## config.mk

```make
export PLATFORM = sky130hd
export DESIGN_NAME = fetch_stage
export DESIGN_NICKNAME = d
export VERILOG_FILES = /design/src/rtl/fetch_stage.sv
export SDC_FILE = /design/constraint.sdc
export NUM_CORES = 1
export LEC_CHECK = 0
export CAP_MARGIN = 5
export CORE_AREA = 8 8 168 170
export DETAILED_ROUTE_END_ITERATION = 10
export DIE_AREA = 0 0 176 178
export GPL_ROUTABILITY_DRIVEN = 0
export SETUP_SLACK_MARGIN = 0.3
export SLEW_MARGIN = 10
export SYNTH_ARGS = -nofsm -noshare
export SYNTH_HDL_FRONTEND = slang
export SYNTH_SLANG_ARGS = --single-unit
```

## constraint.sdc

```tcl
create_clock -name clk -period 22.2 [get_ports clk]
set_clock_uncertainty 0.1 [all_clocks]
set_input_delay 5.55 -clock clk [delete_from_list [all_inputs] [get_ports clk]]
set_output_delay 5.55 -clock clk [all_outputs]
set_load 0.01 [all_outputs]
```

## src/rtl/fetch_stage.sv

```systemverilog
`default_nettype none
// ---------------------------------------------------------------------------
// fetch_stage : PC owner, single-outstanding imem fetch, skid buffer, IF/ID.
// Optional macro FETCH_PERF_EN adds fetch/discard counters.   Rev 1.0
// ---------------------------------------------------------------------------
module fetch_stage #(
  parameter logic [31:0] RESET_PC = 32'h0000_0000
) (
  input  logic        clk,
  input  logic        rst,
  output logic        imem_req,
  output logic [31:0] imem_addr,
  input  logic [31:0] imem_rdata,
  input  logic        imem_valid,
  input  logic        stall,
  input  logic        branch_taken,
  input  logic [31:0] branch_target,
  input  logic        jump,
  input  logic [25:0] jump_index,
  output logic [31:0] instr,
  output logic [5:0]  op_code,
  output logic [31:0] pc_plus4,
  output logic        instr_valid
`ifdef FETCH_PERF_EN
  ,
  output logic [31:0] perf_fetch_cnt,
  output logic [31:0] perf_discard_cnt
`endif
);

  typedef enum logic [1:0] {
    BOOT    = 2'd0,
    FETCH   = 2'd1,
    FULL    = 2'd2,
    DISCARD = 2'd3
  } state_t;

  state_t      state, state_nxt;
  logic [31:0] pc, pc_nxt;
  logic [31:0] fetch_addr, fetch_addr_nxt;
  logic [31:0] instr_nxt, pc_plus4_nxt;
  logic        instr_valid_nxt, req_nxt;
  logic [31:0] skid_instr, skid_instr_nxt;
  logic [31:0] skid_pc4, skid_pc4_nxt;

  logic        redirect;
  logic        accept;
  logic [31:0] target;
  logic [31:0] fetch_addr_p4;

  assign redirect      = jump | branch_taken;
  assign target        = jump ? {pc_plus4[31:28], jump_index, 2'b00} : branch_target;
  assign accept        = !(instr_valid && stall);
  assign fetch_addr_p4 = fetch_addr + 32'd4;
  assign imem_addr     = fetch_addr;
  assign op_code       = instr[31:26];

  always_comb begin
    state_nxt       = state;
    pc_nxt          = pc;
    fetch_addr_nxt  = fetch_addr;
    instr_nxt       = instr;
    pc_plus4_nxt    = pc_plus4;
    instr_valid_nxt = instr_valid;
    skid_instr_nxt  = skid_instr;
    skid_pc4_nxt    = skid_pc4;

    case (state)
      BOOT: state_nxt = FETCH;
      FETCH: begin
        if (imem_valid) begin
          // The response is consumed either into IF/ID or into the skid.
          pc_nxt         = pc + 32'd4;
          fetch_addr_nxt = fetch_addr_p4;
          if (accept) begin
            instr_nxt       = imem_rdata;
            pc_plus4_nxt    = fetch_addr_p4;
            instr_valid_nxt = 1'b1;
          end else begin
            skid_instr_nxt = imem_rdata;
            skid_pc4_nxt   = fetch_addr_p4;
            state_nxt      = FULL;
          end
        end else if (accept) begin
          instr_valid_nxt = 1'b0;
        end
      end
      FULL: begin
        if (!stall) begin
          instr_nxt       = skid_instr;
          pc_plus4_nxt    = skid_pc4;
          instr_valid_nxt = 1'b1;
          state_nxt       = FETCH;
        end
      end
      DISCARD: begin
        if (imem_valid) begin
          fetch_addr_nxt = pc;
          state_nxt      = FETCH;
        end
      end
      default: state_nxt = BOOT;
    endcase

    // Redirect overrides everything; an outstanding request must still complete.
    if (redirect) begin
      instr_nxt       = '0;
      instr_valid_nxt = 1'b0;
      skid_instr_nxt  = '0;
      skid_pc4_nxt    = '0;
      pc_nxt          = target;
      if ((state == FETCH || state == DISCARD) && !imem_valid) begin
        fetch_addr_nxt = fetch_addr;
        state_nxt      = DISCARD;
      end else begin
        fetch_addr_nxt = target;
        state_nxt      = FETCH;
      end
    end

    req_nxt = (state_nxt == FETCH) || (state_nxt == DISCARD);
  end

  always_ff @(posedge clk or posedge rst) begin
    if (rst) begin
      state       <= BOOT;
      pc          <= RESET_PC;
      fetch_addr  <= RESET_PC;
      instr       <= '0;
      pc_plus4    <= '0;
      instr_valid <= 1'b0;
      imem_req    <= 1'b0;
      skid_instr  <= '0;
      skid_pc4    <= '0;
    end else begin
      state       <= state_nxt;
      pc          <= pc_nxt;
      fetch_addr  <= fetch_addr_nxt;
      instr       <= instr_nxt;
      pc_plus4    <= pc_plus4_nxt;
      instr_valid <= instr_valid_nxt;
      imem_req    <= req_nxt;
      skid_instr  <= skid_instr_nxt;
      skid_pc4    <= skid_pc4_nxt;
    end
  end

`ifdef FETCH_PERF_EN
  logic load_ifid;
  logic drop_rsp;

  assign load_ifid = !redirect &&
                     ((state == FETCH && imem_valid && accept) || (state == FULL && !stall));
  assign drop_rsp  = imem_valid &&
                     ((state == DISCARD) || (state == FETCH && redirect));

  always_ff @(posedge clk or posedge rst) begin
    if (rst) begin
      perf_fetch_cnt   <= '0;
      perf_discard_cnt <= '0;
    end else begin
      if (load_ifid) perf_fetch_cnt   <= perf_fetch_cnt + 32'd1;
      if (drop_rsp)  perf_discard_cnt <= perf_discard_cnt + 32'd1;
    end
  end
`endif

endmodule
`default_nettype wire

```

Word level (Yosys, flattened, before mapping)

Index checks and enable logic that the tools add are counted.

Output and inout port bits: 104
Bits in read-only memories: 0
Bits in registers: 196
Memory bits (writable): 0
Latch bits: 0
Memories: 0
Input port bits: 96
Logic and storage cells: 82

Magnitude comparators: 0
Multipliers: 0
Div/mod/pow operators: 0
Shift-type cells: 0
Multiplexer cells: 39
Reduce and logical (&&, ||, !) cells: 18
Add/sub/neg operators: 2
Equality and inequality tests: 13
Bitwise gates (word level): 1

Operator list:

| cell                                                                   | number |
|---|---|
| 32-bit two-way mux                                                     | 23 |
| 32-bit case mux with 2 select lines                                    | 3 |
| 32-bit by 3-bit adder with 32-bit output (second input constant)       | 2 |
| 2-bit two-way mux                                                      | 6 |
| 3-bit != test (second input constant)                                  | 4 |
| 4-bit AND reduction                                                    | 3 |
| 2-bit != test (second input constant)                                  | 4 |
| 2-bit case mux with 4 select lines                                     | 1 |
| 2-bit nonzero test                                                     | 4 |
| 2-bit equality test (second input constant)                            | 3 |
| 3-bit AND reduction                                                    | 2 |
| 3-bit nonzero test                                                     | 2 |
| 1-bit two-way mux                                                      | 5 |
| 2-bit by 1-bit equality test with 1-bit output (second input constant) | 2 |
| 1-bit logical AND                                                      | 2 |
| 2-bit zero test                                                        | 1 |
| 1-bit logical OR                                                       | 2 |
| 1-bit case mux with 2 select lines                                     | 1 |
| 2-bit AND reduction                                                    | 1 |
| 1-bit zero test                                                        | 1 |
| 1-bit OR                                                               | 1 |

Depth between registers and ports, before layout

Depth after elaboration: 7
Depth in mapped cells: 8
Mapped depth without buffers: 6

Least setup slack after synthesis

No wires, ideal clock.

Path kind: in2reg
Start: in branch_taken
End: reg fetch_addr[7], in the netlist imem_addr[7]
Cell stages on the path: 6
Buffers on the path: 2
Setup time: 0.124 ns
Arrival: 6.888 ns
Slack: 15.089 ns
Data required time: 21.976 ns
Cell sequence: or2_2 > clkbuf_1 > o21ai_1 > buf_2 > nor2_1 > a211o_1

Longest elaborated chain between the ends: 3
Elaborated cells on any way between the ends: 7
Classes of those cells: eq/ne: 3; mux: 1; bitwise: 1; reduce/logical: 2

Ends and longest elaborated chain:

| item                                                   | RTL line | source |
|---|---|---|
| start: declaration                                     | 16       | `input logic branch_taken,` |
| 1-bit OR *                                             | 51       | `assign redirect = jump \| branch_taken;` |
| 3-bit != test (no source line) (tied with other cells) | -        |  |
| 4-bit AND reduction (no source line)                   | -        |  |
| end signal: assignment                                 | 138      | `fetch_addr <= fetch_addr_nxt;` |
| end: declaration                                       | 40       | `logic [31:0] fetch_addr, fetch_addr_nxt;` |

Mark *: on every way between the ends. The rest lies on a longest branch, timed or not.
A chain may end at the register's enable or synchronous reset.

Final worst setup path

Start: in imem_valid
End: reg pc_plus4[17]

Longest elaborated chain between the ends: 2

Ends and longest elaborated chain:

| item                                 | RTL line | source |
|---|---|---|
| start: declaration                   | 14       | `input logic imem_valid,` |
| 2-bit != test (no source line)       | -        |  |
| 4-bit AND reduction (no source line) | -        |  |
| end signal: assignment               | 140      | `pc_plus4 <= pc_plus4_nxt;` |
| end: declaration                     | 22       | `output logic [31:0] pc_plus4,` |

No other way between the ends.

==> impl_metrics.csv <==
group,metric,value,unit
worst_hold_path,hold_class,"flop to flop",
clock_tree,ctsResizeCount,0,
sta,tns,0,ns
sta,hold_viol,0,
drt,antenna_left,0,
pwr,p_leak,5.24,nW
drt,num_vias,9056,
critical_path,worstSetupStartpoint,"imem_valid",
grt,grt_overflow,0,
synth,syn_area,0.0100,mm2
synth,synth_cells,1096,
grt,grt_pass1_vias,8644,
clock_tree,cts.sinks,195,
synth,syn_nets,1194,
clock_tree,clk_path_buf_depth,2,
drt,drc,0,
finish,fin_util,0.499,
pwr,p_per_area,74.1,mW/mm2
critical_path,arrival,8.24,ns
finish,layout_commonest_cell,"clkdlybuf4s50_1",
synth,yosys_warnings,0,
finish,num_antenna_cells,0,
critical_path,crit_type,"input port to flop",
worst_hold_path,min-delay-start,"skid_pc4[5]",
floorplanning,die_w,176,um
floorplanning,core_area,0.0256,mm2
critical_path,startpoint_type,"input port",
critical_path,end_kind,"flop",
synth,async_flop_share,1.00,
run,cap_violations,0,
grt,grt_use_total,0.202,
synth,synth-main-ff-cell,"dfrtp_1",
critical_path,crit_required,22.35,ns
floorplanning,die_y,178,um
placement,port_buffers,199,
critical_path,cpMaxStageDelayCell,"nor2_1",
drt,routedWlPerCell,20.1,um
finish,drive_gt1_frac,0.0569,
sta,fmax,124,MHz
clock_tree,clockRootBuffer,"clkbuf_16",
clock_tree,cts_hold_buf,0,
synth,ys_seq_elements,195,
sta,fin_crit,8.09,ns
sta,rsz0062_at_grt,"false",
critical_path,path_max_fanout,16,
clock_tree,clkSlewWorstSetupHoldPaths,0.08,ns
sta,finalSetupViolCount,0,
synth,synth-seq-area-share,0.487,
floorplanning,initial_core_util,0.391,
grt,grt_pass1_wl,50.5,mm
grt,grt_max_degree,132,
drt,dr.pass1.iters,7,
critical_path,crit_chain,"clkdlybuf4s50_1, nand3b_4, nor2_1, nor2_1, nor3_1, a211oi_1",
sta,tightest_slew,1.18,ns
sta,hold_slack,0.374,ns
finish,fillCellCount,2422,
sta,period_share,0.364,
synth,ys_types,67,
critical_path,timing.rr.start,"imem_req",
drt,drt_iter0_markers,1003,
grt,antenna_found_initial,0,
floorplanning,die_area,0.0313,mm2
synth,synth_edf_count,0,
finish,nets,1332,
placement,hpwlAfterDp,21.9,mm
critical_path,slowest_delay,0.96,ns
critical_path,crit_path_frequent_cell,"nor2_1",
clock_tree,numCtsBuffers,17,
floorplanning,io_pins,200,
sta,slew_headroom,0.210,
drt,routed_wl,31.8,mm
clock_tree,cts_tree,"built",
synth,syn_avg_cell_area,9.15,um2
drt,viasPerCell,5.72,
finish,synthToLayoutAreaGrowth,27.4,%
sta,slew_viol_final,0,
run_status,status,"complete, no violations",
clock_tree,post_cts_buffers,0,
floorplanning,std_cell_rows,59,
finish,final_cell_mix,"199 x clkdlybuf4s50_1, 195 x dfrtp_1, 170 x nand2_1, 98 x nor2_1",
pwr,irDropWorstVdd,0.0400,mV
clock_tree,clk_latency,0.43,ns
clock_tree,cts_max_level,4,
==> through the flow <==
stage / cell area (um2) / setup slack, ns / cells / total power [mW]
final: 12800 / 14.11 / 1582 / 0.947
after global routing: 12800 / 13.89 / 1582 / 0.992
after CTS: 12800 / 14.15 / 1582 / 0.954
after detailed placement: 12200 / 13.66 / 1550 / 0.634
after global placement: 12200 / 13.75 / 1550 / 0.633
after floorplan: 10000 / 11.24 / 1096 / 0.524
==> cell type report <==
type	count	area [um2]	share of cell area
Sequential cell	195	4880	0.382
Clock inverter	15	190	0.0149
Clock buffer	17	425	0.0333
Inverter	14	60.1	0.00470
Timing Repair Buffer	211	2080	0.163
Multi-Input combinational cell	795	4720	0.369
Tap cell	335	419	0.0328
==> worst paths after layout <==
check	slack [ns]	to	depth (start not counted)
max	14.11	pc_plus4[17]	6
min	0.37	skid_pc4[5]	2
max reg2reg	18.99	pc_plus4[17]	5
min reg2reg	0.37	skid_pc4[5]	2
max in group asynchronous	14.98	imem_addr[11]	3
min in group asynchronous	5.63	instr[27]	2
==> power by group <==
part	leakage [nW]	switching, mW	total (mW)	internal (mW)
sequential	2.54	0.0412	0.428	0.387
clock	0.293	0.158	0.320	0.163
combinational	2.41	0.101	0.199	0.0983
==> synthesized netlist by cell type (4+ instances only) <==
library cell	n	area, um2
nand4_1	18	113
mux2i_1	8	80.1
o21ai_0	73	365
a21o_1	5	37.5
a21oi_1	73	365
a22oi_1	24	180
nor2_1	100	375
nor2b_1	4	25.0
dfrtp_1	195	4880
a2bb2oi_1	9	78.8
nand2_1	170	638
o211ai_1	5	37.5
o22ai_1	20	125
inv_1	14	52.6
a22o_1	46	403
nand3_1	31	155
o22a_1	5	43.8
and4_1	5	43.8
and3_1	12	75.1
buf_4	6	45.0
xor2_1	12	105
xnor2_1	19	166
o221ai_1	4	35.0
a311oi_1	33	289
nor4_1	4	25.0
buf_2	27	135
a211oi_1	8	60.1
o311a_1	6	60.1
clkbuf_1	55	206
a31oi_1	19	119
nor3_1	13	65.1
o21ai_1	13	65.1
==> flip-flops by register name, indices dropped and copies added (netlist names) <==
name,count
imem_addr,32
imem_req,1
instr,32
instr_valid,1
pc,32
pc_plus4,32
skid_instr,32
skid_pc4,32
state,1
==> kinds of logic (layout without fill, tap and decap cells) <==
logic type,count (synthesis),after routing,share of synthesized area
compound gates,365,365,0.245
xor+xnor,31,31,0.0271
fa+ha+maj,2,2,0.00250
buf+inv,106,257,0.0468
flops,195,195,0.487
mux,10,10,0.0102
simple gates,387,387,0.182
==> layer usage <==
layer / part of all wire / track usage
met5: 0 / 0
met4: 0.0083 / 0.0420
met3: 0.061 / 0.0453
met2: 0.45 / 0.310
met1: 0.48 / 0.289
==> worst max-delay path: cells and delay by family <==
family	cells	cell delay [ns]
buffers and inverters	1	0.64
AND/OR/NAND/NOR	4	1.97
AO/OA/AOI/OAI	1	0.07
Note: power is estimated with default switching activity, not from simulation.
